$ cat config.mk
export PLATFORM = sky130hd
export DESIGN_NAME = id_ex_stage
export DESIGN_NICKNAME = d
export VERILOG_FILES = /design/src/rtl/mips_pkg.sv /design/src/rtl/fwd_sel.sv /design/src/rtl/id_ex_stage.sv
export SDC_FILE = /design/constraint.sdc
export NUM_CORES = 1
export LEC_CHECK = 0
export BUFFER_PORTS_ARGS = -buffer_cell sky130_fd_sc_hd__buf_2
export CORE_ASPECT_RATIO = 1.25
export CORE_MARGIN = 2
export CORE_UTILIZATION = 45
export DETAILED_ROUTE_END_ITERATION = 8
export GPL_TIMING_DRIVEN = 0
export HOLD_SLACK_MARGIN = 0.02
export PLACE_DENSITY = 0.75
export SLEW_MARGIN = 20
export SYNTH_ARGS = -nofsm -noshare
export SYNTH_HDL_FRONTEND = slang
export SYNTH_SLANG_ARGS = --single-unit
$ cat constraint.sdc
create_clock -name clk -period 7.7 [get_ports clk]
set_input_delay 0.385 -clock clk [delete_from_list [all_inputs] [get_ports clk]]
set_output_delay 0.385 -clock clk [all_outputs]
set_load 0.03 [all_outputs]
$ cat src/rtl/mips_pkg.sv
// ---------------------------------------------------------------------------
// mips_pkg
// Shared definitions for the 5-stage MIPS core datapath.
//   alu_ctl_e : ALU operation encodings driven on ALUCtl
//   fwd_src_e : operand source select used by the forwarding muxes
//   ctrl_t    : pipeline control bits carried through ID/EX
//   BUBBLE    : control value of an inserted bubble (no side effects)
//   imm_ext() : 16 -> 32 bit immediate expansion (lui / sign / zero)
// ---------------------------------------------------------------------------
package mips_pkg;

  typedef enum logic [4:0] {
    ALU_AND = 5'b00000,
    ALU_OR  = 5'b00001,
    ALU_ADD = 5'b00010,
    ALU_SUB = 5'b00110,
    ALU_SLT = 5'b00111,
    ALU_NOR = 5'b01100,
    ALU_XOR = 5'b01101,
    ALU_SLL = 5'b10000,
    ALU_SRL = 5'b11000,
    ALU_SRA = 5'b11001
  } alu_ctl_e;

  typedef enum logic [1:0] {
    FWD_REG = 2'd0,
    FWD_MEM = 2'd1,
    FWD_WB  = 2'd2
  } fwd_src_e;

  typedef struct packed {
    logic valid;
    logic reg_write;
    logic mem_read;
    logic mem_write;
  } ctrl_t;

  localparam ctrl_t BUBBLE = '{valid: 1'b0, reg_write: 1'b0, mem_read: 1'b0, mem_write: 1'b0};

  // LuOp takes precedence over ExtOp: lui always places imm16 in the upper half.
  function automatic logic [31:0] imm_ext(input logic [15:0] imm16,
                                          input logic        ext_op,
                                          input logic        lu_op);
    logic [31:0] r;
    if (lu_op) begin
      r = {imm16, 16'h0000};
    end else if (ext_op) begin
      r = {{16{imm16[15]}}, imm16};
    end else begin
      r = {16'h0000, imm16};
    end
    return r;
  endfunction

endpackage

$ cat src/rtl/fwd_sel.sv
// ---------------------------------------------------------------------------
// fwd_sel
// Forwarding mux for one source operand of the instruction in EX.
//   addr_i       : register address the operand was read from
//   reg_data_i   : value captured from the register file
//   mem_we_i / mem_rd_i / mem_result_i : EX/MEM producer
//   wb_we_i  / wb_rd_i  / wb_result_i  : MEM/WB producer
//   data_o       : operand value after forwarding
//   wb_hit_o     : the WB producer targets this operand (used by the
//                  parent to refresh held data while stalled)
// The younger producer (MEM) wins over WB; register 0 is never forwarded.
// ---------------------------------------------------------------------------
module fwd_sel
  import mips_pkg::*;
#(
  parameter int DW = 32,
  parameter int RW = 5
) (
  input  logic [RW-1:0] addr_i,
  input  logic [DW-1:0] reg_data_i,
  input  logic          mem_we_i,
  input  logic [RW-1:0] mem_rd_i,
  input  logic [DW-1:0] mem_result_i,
  input  logic          wb_we_i,
  input  logic [RW-1:0] wb_rd_i,
  input  logic [DW-1:0] wb_result_i,
  output logic [DW-1:0] data_o,
  output logic          wb_hit_o
);

  logic     mem_hit;
  fwd_src_e sel;

  assign mem_hit  = mem_we_i && (mem_rd_i != '0) && (mem_rd_i == addr_i);
  assign wb_hit_o = wb_we_i  && (wb_rd_i  != '0) && (wb_rd_i  == addr_i);

  always_comb begin
    sel = FWD_REG;
    if (mem_hit) begin
      sel = FWD_MEM;
    end else if (wb_hit_o) begin
      sel = FWD_WB;
    end
  end

  always_comb begin
    data_o = reg_data_i;
    case (sel)
      FWD_MEM: data_o = mem_result_i;
      FWD_WB:  data_o = wb_result_i;
      default: data_o = reg_data_i;
    endcase
  end

endmodule

$ cat src/rtl/id_ex_stage.sv
// ---------------------------------------------------------------------------
// id_ex_stage
// ID/EX pipeline register plus EX-side ALU operand assembly.
// Inputs:
//   clk, reset (async, active-high)
//   id_*            : decoded instruction fields from ID
//   stall           : hold ID/EX contents (downstream wait)
//   flush           : replace ID/EX contents with a bubble
//   mem_* / wb_*    : forwarding sources (EX/MEM and MEM/WB)
// Outputs:
//   ex_in1/ex_in2, ex_ALUCtl/ex_Sign : ALU operands and control
//   ex_store_data   : forwarded rt value for stores
//   ex_rd, ex_RegWrite, ex_MemRead, ex_MemWrite, ex_valid
//   load_use_stall  : combinational; upstream holds PC and IF/ID
// Edge priority: flush > stall > load-use bubble > normal load.
// ---------------------------------------------------------------------------
module id_ex_stage
  import mips_pkg::*;
#(
  parameter int DW = 32,
  parameter int RW = 5
) (
  input  logic          clk,
  input  logic          reset,
  input  logic          id_valid,
  input  logic [DW-1:0] id_rs_data,
  input  logic [DW-1:0] id_rt_data,
  input  logic [RW-1:0] id_rs_addr,
  input  logic [RW-1:0] id_rt_addr,
  input  logic [RW-1:0] id_rd_addr,
  input  logic          id_uses_rs,
  input  logic          id_uses_rt,
  input  logic [15:0]   id_imm16,
  input  logic [4:0]    id_shamt,
  input  logic [4:0]    id_ALUCtl,
  input  logic          id_Sign,
  input  logic          id_ALUSrc1,
  input  logic          id_ALUSrc2,
  input  logic          id_ExtOp,
  input  logic          id_LuOp,
  input  logic          id_RegWrite,
  input  logic          id_MemRead,
  input  logic          id_MemWrite,
  input  logic          stall,
  input  logic          flush,
  input  logic          mem_RegWrite,
  input  logic [RW-1:0] mem_rd,
  input  logic [DW-1:0] mem_result,
  input  logic          wb_RegWrite,
  input  logic [RW-1:0] wb_rd,
  input  logic [DW-1:0] wb_result,
  output logic [DW-1:0] ex_in1,
  output logic [DW-1:0] ex_in2,
  output logic [4:0]    ex_ALUCtl,
  output logic          ex_Sign,
  output logic [DW-1:0] ex_store_data,
  output logic [RW-1:0] ex_rd,
  output logic          ex_RegWrite,
  output logic          ex_MemRead,
  output logic          ex_MemWrite,
  output logic          ex_valid,
  output logic          load_use_stall
);

  // ID/EX register state
  ctrl_t         ctrl_q,     ctrl_d;
  logic [DW-1:0] rs_data_q,  rs_data_d;
  logic [DW-1:0] rt_data_q,  rt_data_d;
  logic [RW-1:0] rs_addr_q,  rs_addr_d;
  logic [RW-1:0] rt_addr_q,  rt_addr_d;
  logic [RW-1:0] rd_q,       rd_d;
  logic [DW-1:0] imm32_q,    imm32_d;
  logic [4:0]    shamt_q,    shamt_d;
  logic [4:0]    alu_ctl_q,  alu_ctl_d;
  logic          sign_q,     sign_d;
  logic          alu_src1_q, alu_src1_d;
  logic          alu_src2_q, alu_src2_d;

  logic [DW-1:0] fwd_rs;
  logic [DW-1:0] fwd_rt;
  logic          rs_wb_hit;
  logic          rt_wb_hit;
  logic [DW-1:0] imm_id;
  logic          insert_bubble;

  // Immediate is expanded in ID so EX only sees a plain operand.
  assign imm_id = DW'(imm_ext(id_imm16, id_ExtOp, id_LuOp));

  // A load in EX whose destination is read by the instruction in ID cannot
  // be satisfied by forwarding: the data only exists after MEM.
  assign load_use_stall = ctrl_q.valid && ctrl_q.mem_read && (rd_q != '0) &&
                          ((id_uses_rs && (rd_q == id_rs_addr)) ||
                           (id_uses_rt && (rd_q == id_rt_addr)));

  // A stall holds the current contents even if a load-use hazard exists.
  assign insert_bubble = flush || (!stall && load_use_stall);

  fwd_sel #(.DW(DW), .RW(RW)) u_fwd_rs (
    .addr_i       (rs_addr_q),
    .reg_data_i   (rs_data_q),
    .mem_we_i     (mem_RegWrite),
    .mem_rd_i     (mem_rd),
    .mem_result_i (mem_result),
    .wb_we_i      (wb_RegWrite),
    .wb_rd_i      (wb_rd),
    .wb_result_i  (wb_result),
    .data_o       (fwd_rs),
    .wb_hit_o     (rs_wb_hit)
  );

  fwd_sel #(.DW(DW), .RW(RW)) u_fwd_rt (
    .addr_i       (rt_addr_q),
    .reg_data_i   (rt_data_q),
    .mem_we_i     (mem_RegWrite),
    .mem_rd_i     (mem_rd),
    .mem_result_i (mem_result),
    .wb_we_i      (wb_RegWrite),
    .wb_rd_i      (wb_rd),
    .wb_result_i  (wb_result),
    .data_o       (fwd_rt),
    .wb_hit_o     (rt_wb_hit)
  );

  always_comb begin
    ctrl_d     = ctrl_q;
    rs_data_d  = rs_data_q;
    rt_data_d  = rt_data_q;
    rs_addr_d  = rs_addr_q;
    rt_addr_d  = rt_addr_q;
    rd_d       = rd_q;
    imm32_d    = imm32_q;
    shamt_d    = shamt_q;
    alu_ctl_d  = alu_ctl_q;
    sign_d     = sign_q;
    alu_src1_d = alu_src1_q;
    alu_src2_d = alu_src2_q;

    if (insert_bubble) begin
      ctrl_d     = BUBBLE;
      rs_data_d  = '0;
      rt_data_d  = '0;
      rs_addr_d  = '0;
      rt_addr_d  = '0;
      rd_d       = '0;
      imm32_d    = '0;
      shamt_d    = '0;
      alu_ctl_d  = ALU_AND;
      sign_d     = 1'b0;
      alu_src1_d = 1'b0;
      alu_src2_d = 1'b0;
    end else if (stall) begin
      // A WB producer retiring while we are held would otherwise be lost:
      // once it leaves WB nothing can forward it any more.
      if (rs_wb_hit) begin
        rs_data_d = wb_result;
      end
      if (rt_wb_hit) begin
        rt_data_d = wb_result;
      end
    end else begin
      ctrl_d.valid     = id_valid;
      ctrl_d.reg_write = id_valid && id_RegWrite;
      ctrl_d.mem_read  = id_valid && id_MemRead;
      ctrl_d.mem_write = id_valid && id_MemWrite;
      rs_data_d        = id_rs_data;
      rt_data_d        = id_rt_data;
      rs_addr_d        = id_rs_addr;
      rt_addr_d        = id_rt_addr;
      rd_d             = id_rd_addr;
      imm32_d          = imm_id;
      shamt_d          = id_shamt;
      alu_ctl_d        = id_ALUCtl;
      sign_d           = id_Sign;
      alu_src1_d       = id_ALUSrc1;
      alu_src2_d       = id_ALUSrc2;
    end
  end

  always_ff @(posedge clk or posedge reset) begin
    if (reset) begin
      ctrl_q     <= BUBBLE;
      rs_data_q  <= '0;
      rt_data_q  <= '0;
      rs_addr_q  <= '0;
      rt_addr_q  <= '0;
      rd_q       <= '0;
      imm32_q    <= '0;
      shamt_q    <= '0;
      alu_ctl_q  <= ALU_AND;
      sign_q     <= 1'b0;
      alu_src1_q <= 1'b0;
      alu_src2_q <= 1'b0;
    end else begin
      ctrl_q     <= ctrl_d;
      rs_data_q  <= rs_data_d;
      rt_data_q  <= rt_data_d;
      rs_addr_q  <= rs_addr_d;
      rt_addr_q  <= rt_addr_d;
      rd_q       <= rd_d;
      imm32_q    <= imm32_d;
      shamt_q    <= shamt_d;
      alu_ctl_q  <= alu_ctl_d;
      sign_q     <= sign_d;
      alu_src1_q <= alu_src1_d;
      alu_src2_q <= alu_src2_d;
    end
  end

  assign ex_in1        = alu_src1_q ? {{(DW-5){1'b0}}, shamt_q} : fwd_rs;
  assign ex_in2        = alu_src2_q ? imm32_q : fwd_rt;
  assign ex_store_data = fwd_rt;
  assign ex_ALUCtl     = alu_ctl_q;
  assign ex_Sign       = sign_q;
  assign ex_rd         = rd_q;
  assign ex_RegWrite   = ctrl_q.reg_write;
  assign ex_MemRead    = ctrl_q.mem_read;
  assign ex_MemWrite   = ctrl_q.mem_write;
  assign ex_valid      = ctrl_q.valid;

endmodule
**Word level (Yosys, flattened, before mapping)**

Cells that the tools add are included.
Widths: inputs -> output; s select.

- Flip-flop bits (word level): 128
- Output and inout bits: 112
- Logic and storage cells: 85
- Input port bits: 196

- Equal/unequal tests: 13
- Reduce and logical (&&, ||, !) cells: 21
- Mux-type cells: 36

Operators with widths:

| operator | count |
|---|---|
| $mux 32 | 12 |
| $pmux 32 s2 | 2 |
| $mux 5 | 10 |
| $eq 5x5->1 | 6 |
| $logic_and 1x1->1 | 15 |
| $reduce_bool 5->1 | 3 |
| $mux 2 | 4 |
| $mux 4 | 2 |
| $mux 1 | 6 |
| $ne 3x1->1 const B | 2 |
| $eq 2x1->1 const B | 2 |
| $eq 2x2->1 const B | 2 |
| $logic_or 1x1->1 | 2 |
| $ne 2x1->1 const B | 1 |
| $logic_not 1->1 | 1 |

**Longest topological paths before layout**

Gate-level depths: netlist of run 1.

- Depth in word-level cells: 8
- Depth in mapped cells: 7
- Depth with buffers taken out: 5

**By module**

Synthesis of run 1 repeated with hierarchy kept, for this count alone.

- Cell total of the unflattened synthesis: 1018
- Area, all modules: 8851.0 sq um

Modules (own cells, without submodules):

| module | area each (sq um) | cells each | seq. area each (sq um) | instances |
|---|---|---|---|---|
| id_ex_stage | 6526.3 | 646 | 3203.1 | 1 |
| fwd_sel | 1162.4 | 186 | 0.0 | 2 |

**Worst setup path after synthesis of run 1**

No wires, ideal clock.

- Kind: reg2out
- Start: reg rt_addr_q[2]
- End: out ex_in2[10]
- Stages on the path, launching flop included: 7
- Path slack: 4.702 ns
- Required time: 7.315 ns
- Buffers on the path: 1
- Arrival time: 2.613 ns
- Path through: dfrtp_1 xor2_1 or4b_4 buf_6 or3_1 a31oi_1 mux2_1

- Word-level cells in the longest chain between the ends: 7
- Elaborated cells between the ends (all ways): 10
- Those cells by class: eq/ne (4); mux (4); reduce/logical (2)

RTL lines:

| what | RTL line | source |
|---|---|---|
| start: declaration | id_ex_stage.sv:70 | `logic [RW-1:0] rt_addr_q, rt_addr_d;` |
| start signal: assignment | id_ex_stage.sv:198 | `rt_addr_q <= rt_addr_d;` |
| $eq 5x5->1 | fwd_sel.sv:35 | `assign wb_hit_o = wb_we_i && (wb_rd_i != '0) && (wb_rd_i == addr_i);` |
| $logic_and 1x1->1 | fwd_sel.sv:35 |  |
| $mux 2 | fwd_sel.sv:41 | `end else if (wb_hit_o) begin` |
| $mux 2 (*) | fwd_sel.sv:39 | `if (mem_hit) begin` |
| $eq 2x2->1 or $eq 2x1->1 (tied branches) | fwd_sel.sv:48 | `case (sel)` |
| $pmux 32 s2 (*) | fwd_sel.sv:48 |  |
| via ex_store_data[10] | id_ex_stage.sv:56 | `output logic [DW-1:0] ex_store_data,` |
| $mux 32 (*) | id_ex_stage.sv:210 | `assign ex_in2 = alu_src2_q ? imm32_q : fwd_rt;` |
| end: declaration | id_ex_stage.sv:53 | `output logic [DW-1:0] ex_in2,` |

Mark *: on every way through the listed nets, which the timed path passes. The rest lies on a longest branch.

**Worst setup path in the final report of run 1**

- Start: reg rs_addr_q[3]
- End: out ex_in1[28]

- Word-level cells in the longest chain between the ends: 7
- Elaborated cells between the ends (all ways): 10
- Those cells by class: eq/ne (4); mux (4); reduce/logical (2)

RTL lines:

| what | RTL line | source |
|---|---|---|
| start: declaration | id_ex_stage.sv:69 | `logic [RW-1:0] rs_addr_q, rs_addr_d;` |
| start signal: assignment | id_ex_stage.sv:197 | `rs_addr_q <= rs_addr_d;` |
| $eq 5x5->1 | fwd_sel.sv:35 |  |
| $logic_and 1x1->1 | fwd_sel.sv:35 |  |
| $mux 2 | fwd_sel.sv:41 |  |
| $mux 2 (*) | fwd_sel.sv:39 |  |
| $eq 2x2->1 or $eq 2x1->1 (tied branches) | fwd_sel.sv:48 |  |
| $pmux 32 s2 (*) | fwd_sel.sv:48 |  |
| $mux 32 (*) | id_ex_stage.sv:209 | `assign ex_in1 = alu_src1_q ? {{(DW-5){1'b0}}, shamt_q} : fwd_rs;` |
| end: declaration | id_ex_stage.sv:52 | `output logic [DW-1:0] ex_in1,` |

Mark *: on every way between the ends. The rest lies on a longest branch, timed or not.

==> results of run 1 <==
==> worst paths after layout <==
kind / cells after the start / slack [ns] / endpoint
setup / recovery: 8 / 4.12 / ex_in1[28]
hold / removal: 2 / 0.17 / ex_rd[2]
setup reg to reg: 6 / 4.89 / rs_data_q[0]
hold reg to reg: 2 / 0.48 / imm32_q[25]
max in group asynchronous: 4 / 6.47 / rs_data_q[17]
min in group asynchronous: 3 / 0.54 / ex_ALUCtl[4]
==> flip-flops by register name (all words and copies together), names as in the netlist <==
register     flops
alu_src1_q       1
alu_src2_q       1
ex_ALUCtl        5
ex_MemRead       1
ex_MemWrite      1
ex_RegWrite      1
ex_Sign          1
ex_rd            5
ex_valid         1
imm32_q         32
rs_addr_q        5
rs_data_q       32
rt_addr_q        5
rt_data_q       32
shamt_q          5
==> synth_stat cells, types with 23 or more instances <==
cell         n
a21oi_1     48
a22o_1      45
a311oi_1    27
a31oi_1     31
buf_2       23
clkbuf_1    44
dfrtp_1    128
inv_1       34
mux2_1      27
mux2i_1     37
nand2_1    107
nor2_1      33
nor3_1      37
o21ai_0     46
o21bai_1    32
o2bb2ai_1   32
or3_1       27
==> worst max-delay path, cell delays in order, from the launching register on <==
cell,delay (ns)
dfrtp_1,0.41
xnor2_1,0.18
nand4_1,0.14
nor2_1,0.33
buf_2,0.33
clkbuf_1,0.49
nand2_1,0.10
a311oi_1,0.49
buf_2,0.29
==> cells by family after synthesis <==
family                 share of synthesized area
multiplexers                             0.09413
AO/OA/AOI/OAI                             0.2606
XOR/XNOR                                 0.03385
AND/OR/NAND/NOR                           0.1346
flip-flops                                0.4126
buffers and inverters                    0.06415
==> metrics by stage <==
| stage | util | hold WS [ns] |
|---|---|---|
| floorplan | - | 0.4444 |
| global placement | 0.5678 | 0.4574 |
| detailed placement | 0.5699 | 0.4577 |
| CTS | 0.6072 | 0.1606 |
| global route | 0.6078 | 0.1674 |
| finish | 0.6078 | 0.1675 |
==> per-layer routing <==
metal  vias up  part of all wire  global-route usage
met4         0             0.055              0.1845
met2       474              0.48              0.5596
li1       3784                 -                   -
met1      3895              0.39              0.4071
met5         -                 0                   0
met3       106             0.080             0.07380
==> cell type report <==
class | count | area, um2 | share of cell area
inverters | 34 | 135.1 | 0.01320
clock buffers | 18 | 439.2 | 0.04290
multi-input cells | 610 | 4061 | 0.3967
flip-flops and latches | 128 | 3203 | 0.3129
repair buffers | 307 | 1564 | 0.1528
plain buffers | 79 | 370.4 | 0.03618
well taps | 220 | 275.3 | 0.02689
clock inverters | 14 | 178.9 | 0.01748
diodes | 4 | 10.01 | 0.0009778
==> report_power, final <==
part	switching, mW	internal [mW]
clock	0.329	0.523
sequential	0.0273	0.716
combinational	0.338	0.168
==> what timing repair did <==
item / CTS / global route
setup buffers: 0 / 0
hold buffers: 1 / 0
endpoints found under the hold margin: 18 / 0
==> results.md, run 1 <==
### Route
* 21.84 um — DR WL/cell
* 30.89 mm — sum of routed wire length over all layers
* 8259 — total via count in the routed design
* 5.841 — detailed-route vias per instance
* 0 — Antenna Nets Post-Route
* 0 — DR DRC count
* 6 — length of the first detailed-routing pass in iterations
* 710 — initial drt markers

### Logic synthesis
* dfrtp_1, nand2_1, a22o_1, mux2i_1, mux2_1 — most area-consuming cells after synthesis
* 0.4126 — post-synth top area share
* 1047 — number of nets produced by synthesis
* 9.122 um2 — Mean Syn Cell Area
* 128 — synthesis-stage register bit count
* 1.000 — FFs w/ async S/R, synth
* dfrtp_1 — largest area contributor in the synthesized netlist
* 0.4126 — sequential fraction of the synthesis area
* 0 — total number of yosys warnings
* dfrtp_1 — main flop type after synthesis
* 45 — distinct cell type count after synthesis
* 851 — number of standard cells after synthesis
* 0 — EDFF count, synth
* 7762 um2 — mapped cell area

### Worst setup path
* 10 — maximum fanout along the worst path
* 3.20 ns — arrival time of data at the critical path endpoint
* 7.32 ns — Worst EP required
* ex_rd[2] — FF-to-FF Start
* register — startpoint type of the worst setup path
* reg -> out — startpoint-to-endpoint class of the critical path
* rs_addr_q[3] — worst setup path startpoint
* output port — category of the worst setup path capture point

### Global routing
* 0 — GRT Residual Overflow
* 8231 — number of global-route vias before repair
* 3 — number of antenna violations at the first check in global routing
* 0.3369 — GRT Total Usage
* 46.06 mm — first-pass GRT wire length
* 66 — maximum number of pins on one net before global-route repair

### Cells and area
* 31.88% — Area Growth Syn to Fin
* 1414 — post-route non-filler standard cell count
* 10240 um2 — final standard cell area without fillers
* 1373 — number of nets in the layout
* 1573 — number of fill cells
* buf_2 — most common library cell in the layout ignoring fill and taps
* buf_2, dfrtp_1, nand2_1 — most frequent cells in the layout
* 0.3252 — share of final-layout standard cells stronger than drive strength 1

### Timing
* 3.583 ns — final critical-path required period
* 0.3832 — relative slew slack
* 0 — Slew Limit Fails
* 0 ns — final sum of negative setup slack
* 4.117 ns — final worst setup slack
* 0 — final setup violating endpoints
* 0 — number of failing hold endpoints at the final stage
* 0.008908 ns — Layout Skew
* 0.4653 — share of the cycle needed by the critical path after routing
* 0.9252 ns — Worst Max-Slew Pin Slew
* 279.1 MHz — Highest Clock Rate
* no — unrepaired setup endpoints after global routing

### Place
* 1377 — instance count after placement with tap cells included
* 4.416 ns — Setup Slack @ Placement
* 9599 um2 — Post-DP Area
* 23.90 mm — final HPWL from detailed placement
* 0.9126 — routability cong.
* 305 — I/O Buffers

### Die
* 121.5 um — die extent in x
* 0.4609 — starting density of the core
* 308 — IO Count
* 18320 um2 — Die Outline Area
* 53 — row count
* 16840 um2 — Core Region
* 150.8 um — floorplan die height

### Power and ir drop
* 0.0001507 V — maximum ir drop on the vdd rail
* 2.101 mW — total power
* 5.032 nW — total leakage power
* 205.2 nW/um2 — power density over the cells

### CTS
* clkbuf_16 — root buffer cell
* 4 — H-tree Lvls
* 17 — CTS Buf Count
* 2 — maximum clock insertion buffer count
* yes — TritonCTS clock tree
* 0.06 ns — clk slew on worst S/H paths
* 0 — number of gates resized after cts
* 128 — clock sink count
* 0.43 ns — Clock Latency Late Sink

### Min path
* id_rd_addr[2] — hold path startpoint
* in -> reg — HP Class

### Outcome
* finished, final reports clean — outcome

### Run
* 0 — Max-Cap Viols

No activity file was read; power rests on OpenSTA's default activity.
==> run 2, diff against run 1 <==
Clock period 7.7 ns to 3.4 ns, I/O delays scaled along.
==> results.md, run 2 (same netlist as run 1, synthesis figures left out) <==
### Min path
* in -> reg — HP Class, unchanged
* id_rs_data[29] — hold path startpoint, was id_rd_addr[2]

### Timing
* 3.327 ns — final critical-path required period
* 300.6 MHz — Highest Clock Rate
* 0.8633 ns — Worst Max-Slew Pin Slew, was 0.9252 ns
* 0.9785 — share of the cycle needed by the critical path after routing
* 0 ns — final sum of negative setup slack, unchanged
* 0 — number of failing hold endpoints at the final stage, unchanged
* 0 — Slew Limit Fails, unchanged
* no — unrepaired setup endpoints after global routing, unchanged
* 0.4245 — relative slew slack, was 0.3832
* 0 — final setup violating endpoints, unchanged
* 0.007009 ns — Layout Skew, was 0.008908 ns

### Worst setup path
* 0.64 ns — Slowest Stage Delay on Critical Path, was 0.49 ns
* 6 — worst r2r path cells, unchanged
* xor2_1 -> or4b_4 -> buf_6 -> or3_1 -> a31oi_1 -> mux2_1 -> buf_2 — chain of cells forming the critical path, was xnor2_1 -> nand4_1 -> nor2_1 -> buf_2 -> clkbuf_1 -> nand2_1 -> a311oi_1 -> buf_2
* 3.16 ns — arrival time of data at the critical path endpoint, was 3.20 ns
* output port — category of the worst setup path capture point, unchanged
* ex_rd[3] — FF-to-FF Start, was ex_rd[2]
* 10 — maximum fanout along the worst path, unchanged
* 0.69 ns — r2r setup slk, was 4.89 ns
* 3.23 ns — Worst EP required, was 7.32 ns
* rs_data_q[5] — capture instance of the worst register-to-register path, was rs_data_q[0]
* register — startpoint type of the worst setup path, unchanged
* or4b_4 — CP max-delay cell, was clkbuf_1
* reg -> out — startpoint-to-endpoint class of the critical path, unchanged
* rt_addr_q[2] — worst setup path startpoint, was rs_addr_q[3]
* ex_in2[16] — capture point of the worst path, was ex_in1[28]

### Cells and area
* 1492 — post-route non-filler standard cell count, was 1414
* 1408 — number of fill cells, was 1573
* 42.26% — Area Growth Syn to Fin, was 31.88%
* 0 — antenna fix cells, was 4
* 0.3050 — share of final-layout standard cells stronger than drive strength 1, was 0.3252
* buf_2, dfrtp_1, nand2_1 — most frequent cells in the layout, unchanged
* buf_2 — most common library cell in the layout ignoring fill and taps, unchanged
* imm32_q (32), rs_data_q (32), rt_data_q (32) — Regs by FF count, unchanged
* 1457 — number of nets in the layout, was 1373

### CTS
* 17 — CTS Buf Count, unchanged
* 0.42 ns — Clock Latency Late Sink, was 0.43 ns
* 0.06 ns — clk slew on worst S/H paths, about the same
* 4 — H-tree Lvls, unchanged
* 0 — post-CTS setup buffers, unchanged
* 2 — maximum clock insertion buffer count, unchanged
* 128 — clock sink count, unchanged
* yes — TritonCTS clock tree, unchanged
* clkbuf_16 — root buffer cell, unchanged

### Route
* 32.27 mm — sum of routed wire length over all layers, was 30.89 mm
* 5 — length of the first detailed-routing pass in iterations, was 6
* 0 — Antenna Nets Post-Route, unchanged
* 8896 — total via count in the routed design, was 8259
* 21.63 um — DR WL/cell, was 21.84 um
* 5.962 — detailed-route vias per instance, was 5.841
* 964 — initial drt markers, was 710
* 0 — DR DRC count, unchanged

### Global routing
* 0.4070 — met1 demand-to-capacity share in global routing, was 0.4071
* 0.07492 — met3 track demand over resource in global routing, was 0.07380
* met2 — layer with the highest usage after global routing, unchanged
* 48.51 mm — first-pass GRT wire length, was 46.06 mm
* 0.5874 — GRT met2 Usage, was 0.5596
* 0.3518 — GRT Total Usage, was 0.3369
* 31 — maximum number of pins on one net before global-route repair, was 66
* 0 — GRT Residual Overflow, unchanged
* 0 — number of antenna violations at the first check in global routing, was 3
* 9052 — number of global-route vias before repair, was 8231

### Power and ir drop
* 425.4 nW/um2 — power density over the cells, was 205.2 nW/um2
* 0.0003138 V — maximum ir drop on the vdd rail, was 0.0001507 V
* 5.361 nW — total leakage power, was 5.032 nW

### Die
* 53 — row count, unchanged
* 0.4609 — starting density of the core, unchanged
* 16840 um2 — Core Region, unchanged
* 121.5 um — die extent in x, unchanged
* 18320 um2 — Die Outline Area, unchanged
* 308 — IO Count, unchanged
* 150.8 um — floorplan die height, unchanged

### Run
* 0 — Max-Cap Viols, unchanged

### Place
* 305 — I/O Buffers, unchanged
* 1380 — instance count after placement with tap cells included, was 1377
* 24.28 mm — final HPWL from detailed placement, was 23.90 mm
* 0.9199 — routability cong., was 0.9126

### Outcome
* finished, final reports clean — outcome, unchanged

==> run 2: worst max-delay path, delay by kind of cell, from the launching register on <==
family / cells / cell delay, ns
flip-flops: 1 / 0.42
buffers and inverters: 2 / 0.38
XOR/XNOR: 1 / 0.24
AND/OR/NAND/NOR: 2 / 0.97
multiplexers: 1 / 0.25
AO/OA/AOI/OAI: 1 / 0.48
==> run 2: how the worst min path moves through the flow <==
stage	slack [ns]	depth (start not counted)	endpoint
after detailed placement	0.25	2	imm32_q[23]
after global routing	0.03	2	imm32_q[1]
after floorplan	0.30	2	rt_data_q[0]
after CTS	0.02	3	rs_data_q[23]
final	0.03	3	rs_data_q[29]
after global placement	0.39	2	ex_ALUCtl[4]
==> run 2: metal layers <==
metal / share of wire / vias to the layer above / wire length [um]
li1: - / 3942 / -
met1: 0.37 / 4234 / 11910
met2: 0.48 / 565 / 15520
met3: 0.082 / 155 / 2640
met4: 0.068 / 0 / 2196
met5: 0 / - / 0
==> run 2: report_power, final <==
group          internal (mW)  switching, mW
clock                   1.08          0.693
sequential              1.62         0.0624
combinational          0.447          0.790
total                   3.15           1.55
==> run 2: metrics by stage <==
step           hold slack [ns]  setup WS, ns  instance area (um2)  power [mW]    util
2_1_floorplan           0.3009        0.6172                 7766       2.382       -
3_3_place_gp            0.3870        0.5026                 9568       2.823  0.5680
3_5_place_dp            0.2526        0.4916                 9656       2.848  0.5732
4_1_cts                0.02200       0.03692                11040       4.677  0.6553
5_1_grt                0.03242       0.02895                11040       4.860  0.6556
6_report               0.03072       0.07294                11040       4.698  0.6556
==> run 2: area by class of cell <==
type / count / area [um2] / area share
multi-input cells: 610 / 4068 / 0.3683
flip-flops and latches: 128 / 3203 / 0.2901
repair buffers: 391 / 2435 / 0.2205
clock buffers: 19 / 442.9 / 0.04011
plain buffers: 79 / 370.4 / 0.03354
well taps: 220 / 275.3 / 0.02493
inverters: 34 / 131.4 / 0.01190
clock inverters: 11 / 117.6 / 0.01065
==> run 2: timing repair <==
action | CTS | global route
endpoints found under the hold margin | 103 | 0
hold buffers | 82 | 0
setup endpoints to repair | 0 | 1
resized for setup | 0 | 1
